## src/rtl/spi_xfer_ctrl_pkg.sv

```systemverilog
// Shared state encoding and delay-counter sizing for the SPI transaction sequencer.
package spi_ctrl_pkg;

  typedef enum logic [2:0] {
    ST_IDLE,
    ST_CS_SETUP,
    ST_FETCH,
    ST_XFER,
    ST_GAP,
    ST_CS_HOLD,
    ST_CS_IDLE
  } spi_ctrl_state_t;

  function automatic int max_delay(input int a, input int b, input int c, input int d);
    int m;
    m = a;
    if (b > m) m = b;
    if (c > m) m = c;
    if (d > m) m = d;
    return m;
  endfunction

  // The counter is loaded with N-1, so it only has to hold values up to max-1.
  function automatic int dly_cnt_width(input int max_cycles);
    return (max_cycles <= 2) ? 1 : $clog2(max_cycles);
  endfunction

endpackage

```

## src/rtl/spi_xfer_ctrl_delay_cnt.sv

```systemverilog
// Loadable down-counter shared by the setup, gap, hold and idle phases.
module spi_delay_cnt #(
  parameter int Width = 3
) (
  input  logic             clk_i,
  input  logic             rst_ni,
  input  logic             load_i,
  input  logic [Width-1:0] load_val_i,
  input  logic             en_i,
  output logic             done_o
);

  logic [Width-1:0] cnt_q;

  always_ff @(posedge clk_i or negedge rst_ni) begin
    if (!rst_ni) begin
      cnt_q <= '0;
    end else if (load_i) begin
      cnt_q <= load_val_i;
    end else if (en_i && (cnt_q != '0)) begin
      cnt_q <= cnt_q - Width'(1);
    end
  end

  assign done_o = (cnt_q == '0);

endmodule

```

## src/rtl/spi_xfer_ctrl.sv

```systemverilog
// Sequences multi-byte SPI commands: chip-select timing plus one-byte-at-a-time
// hand-off to the spi_host byte engine.
module spi_xfer_ctrl
  import spi_ctrl_pkg::*;
#(
  parameter int NumCs         = 2,
  parameter int LenWidth      = 8,
  parameter int CsSetupCycles = 4,
  parameter int CsHoldCycles  = 4,
  parameter int CsIdleCycles  = 8,
  parameter int GapCycles     = 0,
  localparam int CsIdxWidth   = (NumCs > 1) ? $clog2(NumCs) : 1
) (
  input  logic                  clk_i,
  input  logic                  rst_ni,
  input  logic                  cmd_valid_i,
  output logic                  cmd_ready_o,
  input  logic [LenWidth-1:0]   cmd_len_i,
  input  logic [CsIdxWidth-1:0] cmd_cs_i,
  input  logic                  tx_valid_i,
  output logic                  tx_ready_o,
  input  logic [7:0]            tx_data_i,
  output logic                  rx_valid_o,
  output logic [7:0]            rx_data_o,
  output logic                  rx_last_o,
  output logic                  busy_o,
  output logic                  done_o,
  output logic [NumCs-1:0]      cs_no,
  output logic                  host_start_o,
  output logic [7:0]            host_tx_byte_o,
  input  logic [7:0]            host_rx_byte_i,
  input  logic                  host_byte_done_i
);

  localparam int MaxDly   = max_delay(CsSetupCycles, CsHoldCycles, CsIdleCycles, GapCycles);
  localparam int DlyWidth = dly_cnt_width(MaxDly);

  localparam logic [DlyWidth-1:0] SetupLoad = DlyWidth'(CsSetupCycles - 1);
  localparam logic [DlyWidth-1:0] HoldLoad  = DlyWidth'(CsHoldCycles - 1);
  localparam logic [DlyWidth-1:0] IdleLoad  = DlyWidth'(CsIdleCycles - 1);
  localparam logic [DlyWidth-1:0] GapLoad   = DlyWidth'((GapCycles > 0) ? GapCycles - 1 : 0);

  spi_ctrl_state_t      state_q;
  logic [LenWidth-1:0]  remaining_q;
  logic                 done_prev_q;
  logic                 done_rise;
  logic                 last_byte;
  logic [NumCs-1:0]     cs_sel_n;
  logic                 dly_load;
  logic [DlyWidth-1:0]  dly_val;
  logic                 dly_en;
  logic                 dly_done;

  assign cmd_ready_o = (state_q == ST_IDLE);
  assign tx_ready_o  = (state_q == ST_FETCH);
  assign done_rise   = host_byte_done_i && !done_prev_q;
  assign last_byte   = (remaining_q == '0);
  assign dly_en      = (state_q == ST_CS_SETUP) || (state_q == ST_GAP) ||
                       (state_q == ST_CS_HOLD)  || (state_q == ST_CS_IDLE);

  // Out-of-range indices leave every select high; the bytes still go out.
  always_comb begin
    cs_sel_n = '1;
    for (int i = 0; i < NumCs; i++) begin
      if (cmd_cs_i == CsIdxWidth'(i)) cs_sel_n[i] = 1'b0;
    end
  end

  // Each timed state is entered with the counter preloaded to N-1, giving N cycles.
  always_comb begin
    dly_load = 1'b0;
    dly_val  = '0;
    case (state_q)
      ST_IDLE: begin
        if (cmd_valid_i) begin
          dly_load = 1'b1;
          dly_val  = SetupLoad;
        end
      end
      ST_XFER: begin
        if (done_rise) begin
          if (last_byte) begin
            dly_load = 1'b1;
            dly_val  = HoldLoad;
          end else if (GapCycles > 0) begin
            dly_load = 1'b1;
            dly_val  = GapLoad;
          end
        end
      end
      ST_CS_HOLD: begin
        if (dly_done) begin
          dly_load = 1'b1;
          dly_val  = IdleLoad;
        end
      end
      default: ;
    endcase
  end

  spi_delay_cnt #(
    .Width (DlyWidth)
  ) u_delay_cnt (
    .clk_i      (clk_i),
    .rst_ni     (rst_ni),
    .load_i     (dly_load),
    .load_val_i (dly_val),
    .en_i       (dly_en),
    .done_o     (dly_done)
  );

  // Dropping host_start_o on the done edge keeps spi_host from relaunching the byte.
  always_ff @(posedge clk_i or negedge rst_ni) begin
    if (!rst_ni) begin
      state_q        <= ST_IDLE;
      remaining_q    <= '0;
      done_prev_q    <= 1'b0;
      cs_no          <= '1;
      host_start_o   <= 1'b0;
      host_tx_byte_o <= '0;
      rx_valid_o     <= 1'b0;
      rx_data_o      <= '0;
      rx_last_o      <= 1'b0;
      done_o         <= 1'b0;
      busy_o         <= 1'b0;
    end else begin
      done_prev_q <= host_byte_done_i;
      rx_valid_o  <= 1'b0;
      rx_last_o   <= 1'b0;
      done_o      <= 1'b0;
      case (state_q)
        ST_IDLE: begin
          if (cmd_valid_i) begin
            remaining_q <= cmd_len_i;
            cs_no       <= cs_sel_n;
            busy_o      <= 1'b1;
            state_q     <= ST_CS_SETUP;
          end
        end
        ST_CS_SETUP: begin
          if (dly_done) state_q <= ST_FETCH;
        end
        ST_FETCH: begin
          if (tx_valid_i) begin
            host_tx_byte_o <= tx_data_i;
            host_start_o   <= 1'b1;
            state_q        <= ST_XFER;
          end
        end
        ST_XFER: begin
          if (done_rise) begin
            rx_data_o    <= host_rx_byte_i;
            rx_valid_o   <= 1'b1;
            rx_last_o    <= last_byte;
            host_start_o <= 1'b0;
            if (last_byte) begin
              state_q <= ST_CS_HOLD;
            end else begin
              remaining_q <= remaining_q - LenWidth'(1);
              state_q     <= (GapCycles > 0) ? ST_GAP : ST_FETCH;
            end
          end
        end
        ST_GAP: begin
          if (dly_done) state_q <= ST_FETCH;
        end
        ST_CS_HOLD: begin
          if (dly_done) begin
            cs_no   <= '1;
            done_o  <= 1'b1;
            state_q <= ST_CS_IDLE;
          end
        end
        ST_CS_IDLE: begin
          if (dly_done) begin
            busy_o  <= 1'b0;
            state_q <= ST_IDLE;
          end
        end
        default: state_q <= ST_IDLE;
      endcase
    end
  end

endmodule

```

## config.mk

```make
export PLATFORM = sky130hd
export DESIGN_NAME = spi_xfer_ctrl
export DESIGN_NICKNAME = d
export VERILOG_FILES = /design/src/rtl/spi_xfer_ctrl_pkg.sv /design/src/rtl/spi_xfer_ctrl_delay_cnt.sv /design/src/rtl/spi_xfer_ctrl.sv
export SDC_FILE = /design/constraint.sdc
export NUM_CORES = 1
export LEC_CHECK = 0
export BUFFER_PORTS_ARGS = -buffer_cell sky130_fd_sc_hd__buf_2
export CAP_MARGIN = 20
export CORE_UTILIZATION = 47
export DETAILED_ROUTE_END_ITERATION = 16
export MAX_ROUTING_LAYER = met4
export PLACE_DENSITY = 0.85
export SYNTH_ARGS = -nofsm -noshare
export SYNTH_HDL_FRONTEND = slang
export SYNTH_SLANG_ARGS = --single-unit
```

## constraint.sdc

```tcl
create_clock -name clk_i -period 2.2 [get_ports clk_i]
set_input_delay 0.11 -clock clk_i [delete_from_list [all_inputs] [get_ports clk_i]]
set_output_delay 0.11 -clock clk_i [all_outputs]
set_load 0.005 [all_outputs]
```

* Word level (Yosys, flattened, before mapping)
Index checks and enable logic that the tools add are counted.
** Storage, ports and cells
- Flip-flop bits (word level) :: 38
- Latch bits :: 0
- Memory bits (writable) :: 0
- Memory bits (read-only) :: 0
- Input bits :: 30
- Output and inout port bits :: 25
- Word-level logic and storage cells :: 90
- Memories kept :: 0
** Cells by class
- Add/subtract/negate cells :: 2
- $mul :: 0
- Div/mod/pow operators :: 0
- Magnitude comparators :: 0
- Eq/ne operators :: 13
- Shift-type cells :: 0
- Multiplexer cells :: 40
- Bitwise logic cells :: 0
- Reductions and logical operators :: 23
** Operators with widths (number)
- 2-to-1 mux 3 bit :: 10
- 2-to-1 mux 8 bit :: 3
- one-hot mux 3 bit (6 select lines) :: 1
- one-hot mux 8 bit (2 select lines) :: 1
- 2-to-1 mux 1 bit :: 15
- inequality test 2 bit (second input constant) :: 6
- 2-to-1 mux 2 bit :: 5
- nonzero test 2 bit :: 5
- == test 3 bit (second input constant) :: 3
- one-hot mux 3 bit (3 select lines) :: 1
- AND reduction 3 bit :: 3
- logical NOT 8 bit :: 1
- subtractor 8 x 1 -> 8 bit (second input constant) :: 1
- == test 3 x 2 -> 1 bit (second input constant) :: 2
- logical NOT 3 bit :: 2
- AND reduction 6 bit :: 1
- one-hot mux 1 bit (2 select lines) :: 2
- one-hot mux 2 bit (2 select lines) :: 1
- AND reduction 2 bit :: 2
- AND reduction 4 bit :: 1
- == test 3 x 1 -> 1 bit (second input constant) :: 1
- logical OR 1 bit :: 3
- one-hot mux 1 bit (3 select lines) :: 1
- nonzero test 3 bit :: 1
- 5 further kinds :: 6

* Logic depth before layout (Yosys ltp)
Gate-level depths: netlist (run 1).
- Depth in word-level cells :: 7
- Mapped depth :: 7
- Depth with buffers taken out :: 6

* Hierarchy
A second synthesis (run 1) with hierarchy kept.
** Second synthesis, totals
- Cells, all modules :: 192
- Area total of the unflattened synthesis :: 1959.4 um^2
** By module, submodules not included
- spi_xfer_ctrl :: instances 1, cells an instance 173, area each 1769.2 um^2, seq. area each 878.3 um^2
- spi_delay_cnt :: instances 1, cells an instance 19, area each 190.2 um^2, seq. area each 75.1 um^2

* Worst setup path after synthesis (run 1)
Ideal clock, no wire load.
- Path kind :: register to register
- Start :: reg remaining_q[0]
- End :: reg remaining_q[1]
- Setup time :: 0.125 ns
- Data arrival time :: 1.575 ns
- Required time :: 2.075 ns
- Setup slack :: 0.500 ns
- Cell stages (with the launch flop) :: 7
- Buffers on the path :: 0
- Clock period less this slack :: 1.700 ns
- Cells stage by stage :: dfrtp_1 inv_1 ha_1 nor3b_2 nand3_2 a21oi_4 mux2_4
** Between the ends
- Cells in the longest elaborated chain, start to end :: 4
- Elaborated cells between the ends (all ways) :: 7
- Those cells by class :: add/sub (1); eq/ne (1); mux (3); reduce/logical (2)
** Ends and longest elaborated chain
- start, declared :: line spi_xfer_ctrl.sv:44 : logic [LenWidth-1:0] remaining_q;
- start signal, assigned :: line spi_xfer_ctrl.sv:134 : remaining_q <= cmd_len_i;
- start signal, assigned :: line spi_xfer_ctrl.sv:159 : remaining_q <= remaining_q - LenWidth'(1);
- subtractor 8 x 1 -> 8 bit :: line spi_xfer_ctrl.sv:159
- 2-to-1 mux 8 bit :: line spi_xfer_ctrl.sv:156 : if (last_byte) begin
- 2-to-1 mux 8 bit :: line spi_xfer_ctrl.sv:151 : if (done_rise) begin
- one-hot mux 8 bit (2 select lines) :: line spi_xfer_ctrl.sv:131 : case (state_q)
Several ways; a longest one is shown, not always the timed one. The select of a mux whose other input is x is not followed.
A chain may end at the register's enable or synchronous reset.

* Final worst setup path (run 1)
Ends and elaborated chain as after synthesis.

==> metrics.cfg, run 1 <==
[clock_network]
cts_buffers = 5
cts_max_path_buffers = 2
htree_levels = 2
insertion_delay_ps = 290
clk_pin_slew_worst_paths_ps = 70
cts_resized = 0
root_buffer = clkbuf_8
cts_tree = done
clkSinkCount = 38

[global_route]
grt_pass1_wl_um = 7050
grt-ovfl-total = 0
antenna_found_initial = 0
grt_max_degree = 39
grt_pass1_vias = 1519
grt_util_all_layers_pct = 22.3

[placement]
port_buffers = 54
place_hpwl_um = 2960
gp_congestion = 0.855
placed_cells = 288
post-place-ws_ps = 259

[drt]
avgViaCountPerCell = 5.54
wl_per_cell_um = 14.1
routed_wl_um = 4230
route.detailed.drc = 0
dr.pass1.iters = 4
ant_nets = 0
drt_iter0_drc = 128
routed-via-count = 1655

[floorplan]
die_area_um2 = 4300
start_util_pct = 50.4
io_pins = 55
rows = 22
die_w_um = 65.6
core-area_um2 = 3770
die_h_um = 65.6

[cells_and_area]
syn_to_final_growth_pct = 23.9
final_nets = 283
drive_above_1_share_pct = 34.3
fillers = 331
antenna_cells = 0
final_cells = 299

[power_and_ir_drop]
powerDensity_nw_per_um2 = 939
combPwrFrac_pct = 26.7
power.share.sequential_pct = 45.9
switchingPower_uw = 654
p_sw_share_pct = 29.5
clockPowerShare_pct = 27.4
p_total_mw = 2.21
power.leakage_nw = 1.14
p_int_mw = 1.56
max-vdd-ir-drop_uv = 779

[synthesis]
synth_compound_area_share_pct = 14.2
synth_xor_area_share_pct = 0.921
ys_ff_latch = 38
synth-simple-area-share_pct = 22.8
synthCells = 190
synthFlopType = dfrtp_1
synth_top_family_by_area = simple AND/OR/NAND/NOR gates
synthMuxAreaShare_pct = 6.05
synth_fa_ha_area_share_pct = 1.97
synth_edf_count = 0
synth_area_um2 = 1900
ys_warn_count = 0
ys_types = 50
async_reset_ff_share_pct = 100
ys_seq_area_share_pct = 50.1
synth.net_count = 223
synth.avg_cell_area_um2 = 10.0

[timing]
rsz0062_at_grt = no
hold_viol = 0
setup_violations = 0
finalCriticalPeriod_ps = 1960
fin_ws_ps = 235
slew_headroom_pct = 45.3
clock.fmax_mhz = 509
tightest_slew_ps = 821
fin_skew_ps = 11.1
slew_violations = 0
setup_tns_ps = 0
fin_crit_sh_pct = 89.3

[setup_path]
worstSetupStartpointType = flip-flop
cp_max_fo = 8
r2r_slack_ps = 240
rr_endpoint = remaining_q[1]
r2r_cells = 6
crit_required_ps = 2370
worstSetupPathType = reg2reg
reg2reg_from = remaining_q[0]
cp_data_arrival_time_ps = 2140
cp-end-kind = flip-flop

[worst_hold_path]
min_path_cells = 3
worstHoldPathType = in2reg
hold_path.startpoint = host_rx_byte_i[6]
whs_endpoint = rx_data_o[6]

[run]
maxCapViolations = 0

[status]
status = completed

## worst max-delay path, stage by stage, from the launching register on
cell and delay (ps):
dfrtp_1 420, inv_1 120, ha_1 200, nor3b_2 330, nand3_2 160, a21oi_4 300, mux2_4 320
## repair_timing
item | CTS | global route
hold endpoints to repair | 38 | 0
buffers inserted | 0 | 0
hold buffers | 3 | 0
## cells in the mapped netlist, drive strengths merged (4+ instances only)
library cell  count  area, um^2
o211ai            6        45.0
nand3b            4        30.0
nor3              7        35.0
mux2              9         105
o221ai            4        35.0
dfrtp            36         901
o21ai             5        25.0
a21oi             8        55.1
nand2b            4        25.0
nand2            37         141
buf               6        43.8
nor2b             5        31.3
nand3             7        40.0
nor2             12        47.6
inv               6        22.5
## final cells by class
class / instances / area, um^2 / share of cell area [%]
inverter: 6 / 22.5 / 0.955
clock inverter: 1 / 30.0 / 1.27
clock buffer: 7 / 86.3 / 3.66
tap: 48 / 60.1 / 2.55
sequential: 38 / 953 / 40.4
timing repair buffer: 61 / 330 / 14.0
multi-input combinational: 138 / 875 / 37.1
## routing by layer
| metal | track usage, % | vias up | wire (um) |
|---|---|---|---|
| li1 | - | 783 | - |
| met1 | 26.5 | 794 | 1800 |
| met2 | 37.4 | 70 | 2110 |
| met3 | 5.38 | 8 | 245 |
| met4 | 6.52 | 0 | 65 |
| met5 | - | - | 0 |
## cells by family after synthesis
| family | Yosys count |
|---|---|
| buffers and inverters | 14 |
| DFF | 38 |
| adders and majority gates | 3 |
| xor gates and xnor gates | 2 |
| AOI/OAI and AO/OA | 37 |
| and+or+nand+nor | 86 |
| muxes | 10 |
## through the flow
| step | hold slack [ps] | util (%) | area (um^2) |
|---|---|---|---|
| 3_5_place_dp | 248 | 58.6 | 2210 |
| 5_1_grt | 11.1 | 62.5 | 2360 |
| 4_1_cts | 13.7 | 62.5 | 2360 |
| 3_3_place_gp | 244 | 58.6 | 2210 |
| 2_1_floorplan | -186 | - | 1900 |
| 6_report | 15.3 | 62.5 | 2360 |
## cells in the final DEF, fill, tap and decap left out, types with 3 or more instances in the layout
cell and instances:
buf_2 54, nand2_1 36, dfrtp_1 36, nor2_1 11
mux2_2 8, nor3_1 7, nand3_1 6, a21oi_1 6
o211ai_1 6, clkbuf_8 6, inv_1 5, nor2b_1 5
nand3b_1 4, nand2b_1 4, o21ai_0 4, o221ai_1 4
buf_4 4, a21o_1 3, ha_1 3, dlygate4sd3_1 3
## power by group through the flow
stage                     combinational, mW  clock, mW  sequential (mW)
after floorplan                       0.363          0             1.00
after global placement                0.560          0             1.02
after detailed placement              0.591          0             1.02
after CTS                             0.600      0.616             1.01
after global routing                  0.670      0.649             1.04
final                                 0.592      0.607             1.02
## worst max path at each step
stage,startpoint,to,cells past startpoint
detailed placement,remaining_q[0],remaining_q[1],6
finish,remaining_q[0],remaining_q[1],6
floorplan,remaining_q[0],remaining_q[1],6
CTS,remaining_q[0],remaining_q[1],6
global placement,remaining_q[0],remaining_q[1],6
global route,state_q[1],host_tx_byte_o[6],4
## flip-flops by register name (all words and copies together), names as in the netlist
name               flops
done_prev_q            1
done_o                 1
host_start_o           1
rx_last_o              1
rx_valid_o             1
host_tx_byte_o         8
cs_no                  2
rx_data_o              8
busy_o                 1
u_delay_cnt.cnt_q      3
state_q                3
remaining_q            8
Power figures use the tool's default switching activity.
==> run 2: changes to the inputs <==
--- a/config.mk
+++ b/config.mk
@@ -9,7 +9,6 @@
 export CAP_MARGIN = 20
 export CORE_UTILIZATION = 47
 export DETAILED_ROUTE_END_ITERATION = 16
-export MAX_ROUTING_LAYER = met4
 export PLACE_DENSITY = 0.85
 export SYNTH_ARGS = -nofsm -noshare
 export SYNTH_HDL_FRONTEND = slang
==> metrics.cfg, run 2 (synthesis results as in run 1) <==
[floorplan]
rows = 22  ; unchanged
die_h_um = 65.6  ; unchanged
start_util_pct = 50.4  ; unchanged
die_area_um2 = 4300  ; unchanged
io_pins = 55  ; unchanged
die_w_um = 65.6  ; unchanged
core-area_um2 = 3770  ; unchanged

[cells_and_area]
final_cell_mix = 54 x buf_2, 36 x nand2_1, 36 x dfrtp_1, 11 x nor2_1, 8 x mux2_2
final_cells = 299  ; unchanged
post-route-cell-area_um2 = 2360  ; unchanged
layout_commonest_cell = buf_2
register_area_um2 = 953  ; unchanged
syn_to_final_growth_pct = 23.9  ; unchanged
fillers = 331  ; unchanged
drive_above_1_share_pct = 34.3  ; unchanged
reg_top3 = host_tx_byte_o (8), remaining_q (8), rx_data_o (8)
multi_input_area_um2 = 875  ; unchanged
antenna_cells = 0  ; unchanged
final_nets = 283  ; unchanged

[global_route]
grt_util_all_layers_pct = 21.7  ; -0.52 points
grt_pass1_wl_um = 7060  ; about the same
grt_pass1_vias = 1519  ; unchanged
antenna_found_initial = 0  ; unchanged
grt_max_degree = 39  ; unchanged
grt-ovfl-total = 0  ; unchanged

[timing]
finalCriticalPeriod_ps = 1970  ; +3.11 ps
fin_skew_ps = 10.3  ; -0.747 ps
fin_crit_sh_pct = 89.5  ; +0.14 points
rsz0062_at_grt = no
setup_violations = 0  ; unchanged
hold_viol = 0  ; unchanged
fin_ws_ps = 232  ; -3.11 ps
hold_ws_ps = 13.9  ; -1.38 ps
slew_violations = 0  ; unchanged
slew_headroom_pct = 44.8  ; -0.49 points
setup_tns_ps = 0  ; unchanged
tightest_slew_ps = 828  ; +7.39 ps
clock.fmax_mhz = 508  ; -0.16%

[power_and_ir_drop]
max-vdd-ir-drop_uv = 782  ; +0.44%
power.leakage_nw = 1.14  ; unchanged
powerDensity_nw_per_um2 = 941  ; +0.14%

[placement]
place_hpwl_um = 2960  ; unchanged
gp_congestion = 0.842  ; -1.5%
placed_cells = 288  ; unchanged
port_buffers = 54  ; unchanged
place_area_um2 = 2210  ; unchanged
post-place-ws_ps = 259  ; unchanged

[setup_path]
path_buf_inv = 1  ; unchanged
rr_endpoint = remaining_q[1]
r2r_slack_ps = 230  ; about the same
crit_required_ps = 2370  ; about the same
reg2reg_from = remaining_q[0]
slowest_stage = dfrtp_1
max_stage_delay_ps = 420  ; about the same
worstSetupStartpointType = flip-flop
worstSetupPathType = reg2reg
cp_data_arrival_time_ps = 2140  ; about the same
path_delay_family = simple AND/OR/NAND/NOR gates
cp_max_fo = 8  ; unchanged
r2r_cells = 6  ; unchanged
worstPathCellList = inv_1, ha_1, nor3b_2, nand3_2, a21oi_4, mux2_4
cp-end-kind = flip-flop

[clock_network]
clkSinkCount = 38  ; unchanged
cts_tree = done
clk_pin_slew_worst_paths_ps = 70  ; about the same
htree_levels = 2  ; unchanged
ctsHoldBuffers = 3  ; unchanged
insertion_delay_ps = 290  ; about the same
root_buffer = clkbuf_8
cts_setup_buffers = 0  ; unchanged
cts_buffers = 5  ; unchanged
cts_max_path_buffers = 2  ; unchanged
cts_resized = 0  ; unchanged

[run]
maxCapViolations = 0  ; unchanged

[drt]
route.detailed.drc = 0  ; unchanged
avgViaCountPerCell = 5.46  ; -1.4%
drt_iter0_drc = 157  ; +23%
routed_wl_um = 4240  ; +0.26%
ant_nets = 0  ; unchanged
routed-via-count = 1632  ; -1.4%
wl_per_cell_um = 14.2  ; +0.26%
dr.pass1.iters = 4  ; unchanged

[worst_hold_path]
worstHoldPathType = in2reg
whs_endpoint = rx_data_o[6]
min_path_cells = 3  ; unchanged
hold_path.startpoint = host_rx_byte_i[6]

[status]
status = completed

run 2: power by group:
part	internal, mW	switching [mW]	total (mW)
combinational	0.310	0.281	0.592
sequential	0.881	0.136	1.02
clock	0.370	0.239	0.609
total	1.56	0.657	2.22
run 2: stage by stage:
stage	power, mW	util, %
after floorplan	1.37	-
after global routing	2.36	62.5
final	2.22	62.5
after global placement	1.57	58.6
after detailed placement	1.62	58.6
after CTS	2.23	62.5
run 2: routing by layer:
metal	wire length (um)	up-vias	global-route usage, %
met2	2090	63	37.1
met1	1850	778	26.9
li1	-	783	-
met4	71	0	6.52
met5	0	-	0
met3	229	8	5.38
run 2: area by class of cell:
type,count,area share (%)
well taps,48,2.55
repair buffers,61,14.0
clock buffers,7,3.66
clock inverters,1,1.27
inverters,6,0.955
multi-input cells,138,37.1
flip-flops and latches,38,40.4
run 2: worst max path at each step:
| stage | startpoint | to | slack, ps | depth (start not counted) |
|---|---|---|---|---|
| 2_1_floorplan | remaining_q[0] | remaining_q[1] | 500 | 6 |
| 3_3_place_gp | remaining_q[0] | remaining_q[1] | 370 | 6 |
| 3_5_place_dp | remaining_q[0] | remaining_q[1] | 260 | 6 |
| 4_1_cts | remaining_q[0] | remaining_q[1] | 260 | 6 |
| 5_1_grt | state_q[1] | host_tx_byte_o[6] | 130 | 4 |
| 6_report | remaining_q[0] | remaining_q[1] | 230 | 6 |
run 2: tightest hold or removal path: stages:
cell	delay (ps)
buf_2	70
nand2_1	40
nand2_1	50
==> run 3: changes to the inputs <==
==> constraint.sdc (replaced) <==
create_clock -name clk_i -period 2.2 [get_ports clk_i]
set_input_delay 0.66 -clock clk_i [delete_from_list [all_inputs] [get_ports clk_i]]
set_output_delay 0.66 -clock clk_i [all_outputs]
set_load 0.005 [all_outputs]
==> metrics.cfg, run 3 (synthesis results as in run 1) <==
[clock_network]
htree_levels = 2  ; unchanged
insertion_delay_ps = 280  ; about the same
cts_setup_buffers = 0  ; unchanged
ctsHoldBuffers = 0  ; -3
root_buffer = clkbuf_8
clk_pin_slew_worst_paths_ps = 70  ; about the same
cts_tree = done
cts_buffers = 5  ; unchanged
cts_max_path_buffers = 2  ; unchanged
cts_resized = 0  ; unchanged
clkSinkCount = 38  ; unchanged

[floorplan]
start_util_pct = 50.4  ; unchanged
die_h_um = 65.6  ; unchanged
io_pins = 55  ; unchanged
core-area_um2 = 3770  ; unchanged
die_w_um = 65.6  ; unchanged
die_area_um2 = 4300  ; unchanged
rows = 22  ; unchanged

[setup_path]
worstSetupStartpointType = flip-flop
max_stage_delay_ps = 640  ; +220 ps
crit_required_ps = 1540  ; -830 ps
worstPathCellList = nand2b_1, nor2_1, buf_2
cp_max_fo = 16  ; +8
startpoint = state_q[1]
worstSetupPathType = reg2out
slowest_stage = dfrtp_1
cp-end-kind = output port
cp_data_arrival_time_ps = 1390  ; -750 ps
reg2reg_from = remaining_q[0]

[power_and_ir_drop]
combPwrFrac_pct = 28.3  ; +1.6 points
p_total_mw = 2.08  ; -6.4%
power.share.sequential_pct = 48.8  ; +2.9 points
power.leakage_nw = 1.13  ; -1.6%
p_int_mw = 1.44  ; -7.6%
p_sw_share_pct = 30.5  ; +0.92 points
switchingPower_uw = 634  ; -3.5%
powerDensity_nw_per_um2 = 899  ; -4.4%
clockPowerShare_pct = 22.9  ; -4.6 points
max-vdd-ir-drop_uv = 638  ; -18%

[drt]
drt_iter0_drc = 79  ; -50%
routed_wl_um = 3920  ; -7.6%
routed-via-count = 1611  ; -1.3%
ant_nets = 0  ; unchanged
avgViaCountPerCell = 5.42  ; -0.62%
wl_per_cell_um = 13.2  ; -7.0%
dr.pass1.iters = 4  ; unchanged
route.detailed.drc = 0  ; unchanged

[placement]
gp_congestion = 0.870  ; +3.4%
port_buffers = 54  ; unchanged
place_hpwl_um = 2870  ; -3.2%

[cells_and_area]
syn_to_final_growth_pct = 21.4
multi_input_area_um2 = 875  ; unchanged
final_cell_mix = 54 x buf_2, 36 x nand2_1, 36 x dfrtp_1, 11 x nor2_1, 8 x mux2_2
antenna_cells = 0  ; unchanged
final_nets = 281  ; -0.71%
layout_commonest_cell = buf_2
drive_above_1_share_pct = 34.9  ; +0.68 points
fillers = 328  ; -0.91%
reg_top3 = host_tx_byte_o (8), remaining_q (8), rx_data_o (8)
register_area_um2 = 953  ; unchanged

[timing]
slew_headroom_pct = 68.4  ; +24 points
setup_violations = 0  ; unchanged
tightest_slew_ps = 474  ; -354 ps
setup_tns_ps = 0  ; unchanged
fin_crit_sh_pct = 93.0  ; +3.6 points
slew_violations = 0  ; unchanged
fin_skew_ps = 5.55  ; -4.78 ps
rsz0062_at_grt = no
clock.fmax_mhz = 489  ; -3.8%
hold_viol = 0  ; unchanged
finalCriticalPeriod_ps = 2050  ; +78.7 ps

[global_route]
antenna_found_initial = 0  ; unchanged
grt_pass1_wl_um = 6630  ; -6.1%
grt_util_all_layers_pct = 20.1  ; -1.6 points
grt_max_degree = 39  ; unchanged
grt_pass1_vias = 1468  ; -3.4%
grt-ovfl-total = 0  ; unchanged

[worst_hold_path]
worstHoldPathType = in2async

[run]
maxCapViolations = 0  ; unchanged

[status]
status = completed

-- run 3: changes by cell type in the layout (fill, tap and decap cells not counted), sizes merged --
| cell | previous run | this run |
|---|---|---|
| buf | 58 | 59 |
| bufinv | 1 | 0 |
| clkinv | 0 | 1 |
| dlygate4sd3 | 3 | 0 |
-- run 3: power groups by stage --
stage | Combinational (mW) | Sequential (mW) | Clock, mW
2_1_floorplan | 0.363 | 1.00 | 0
3_3_place_gp | 0.565 | 1.02 | 0
3_5_place_dp | 0.588 | 1.02 | 0
4_1_cts | 0.594 | 1.01 | 0.496
5_1_grt | 0.660 | 1.04 | 0.526
6_report | 0.587 | 1.01 | 0.476
-- run 3: cell type report --
class,instances,share of cell area [%]
tap,48,2.60
clock buffer,7,3.74
multi-input combinational,138,37.9
clock inverter,1,0.217
inverter,6,0.975
sequential,38,41.3
timing repair buffer,59,13.3
-- run 3: per-layer routing --
metal / vias to the layer above / global-route usage (%) / part of all wire [%]
met5: - / 0 / 0
met4: 0 / 3.26 / 0
met3: 0 / 4.69 / 4.2
met2: 51 / 33.4 / 49
li1: 785 / - / -
met1: 775 / 27.2 / 47
-- run 3: path summary, 6_finish.rpt --
kind / endpoint / slack, ps / cells past startpoint
worst max-delay path: tx_ready_o / 150 / 3
max in group asynchronous: cs_no[1] / 1440 / 2
worst min-delay path: remaining_q[4] / 410 / 2
worst min register to register: rx_data_o[1] / 480 / 2
worst max register to register: remaining_q[1] / 240 / 6
min in group clk_i: rx_data_o[1] / 480 / 2
-- run 3: per-stage QoR --
step           worst slack [ps]  instance area, um^2  utilization [%]  hold WS (ps)  instances
6_report                    153                 2310             61.2           409        297
4_1_cts                     149                 2310             61.2           429        297
3_3_place_gp                333                 2220             58.8           453        289
5_1_grt                    54.5                 2310             61.2           461        297
2_1_floorplan               500                 1900                -           364        190
3_5_place_dp                283                 2220             58.8           462        289
-- run 3: worst max-delay path: cells and delay by family (launching register included) --
kind	cells	cell delay [ps]
simple gates	2	340
flops	1	640
buf+inv	1	130
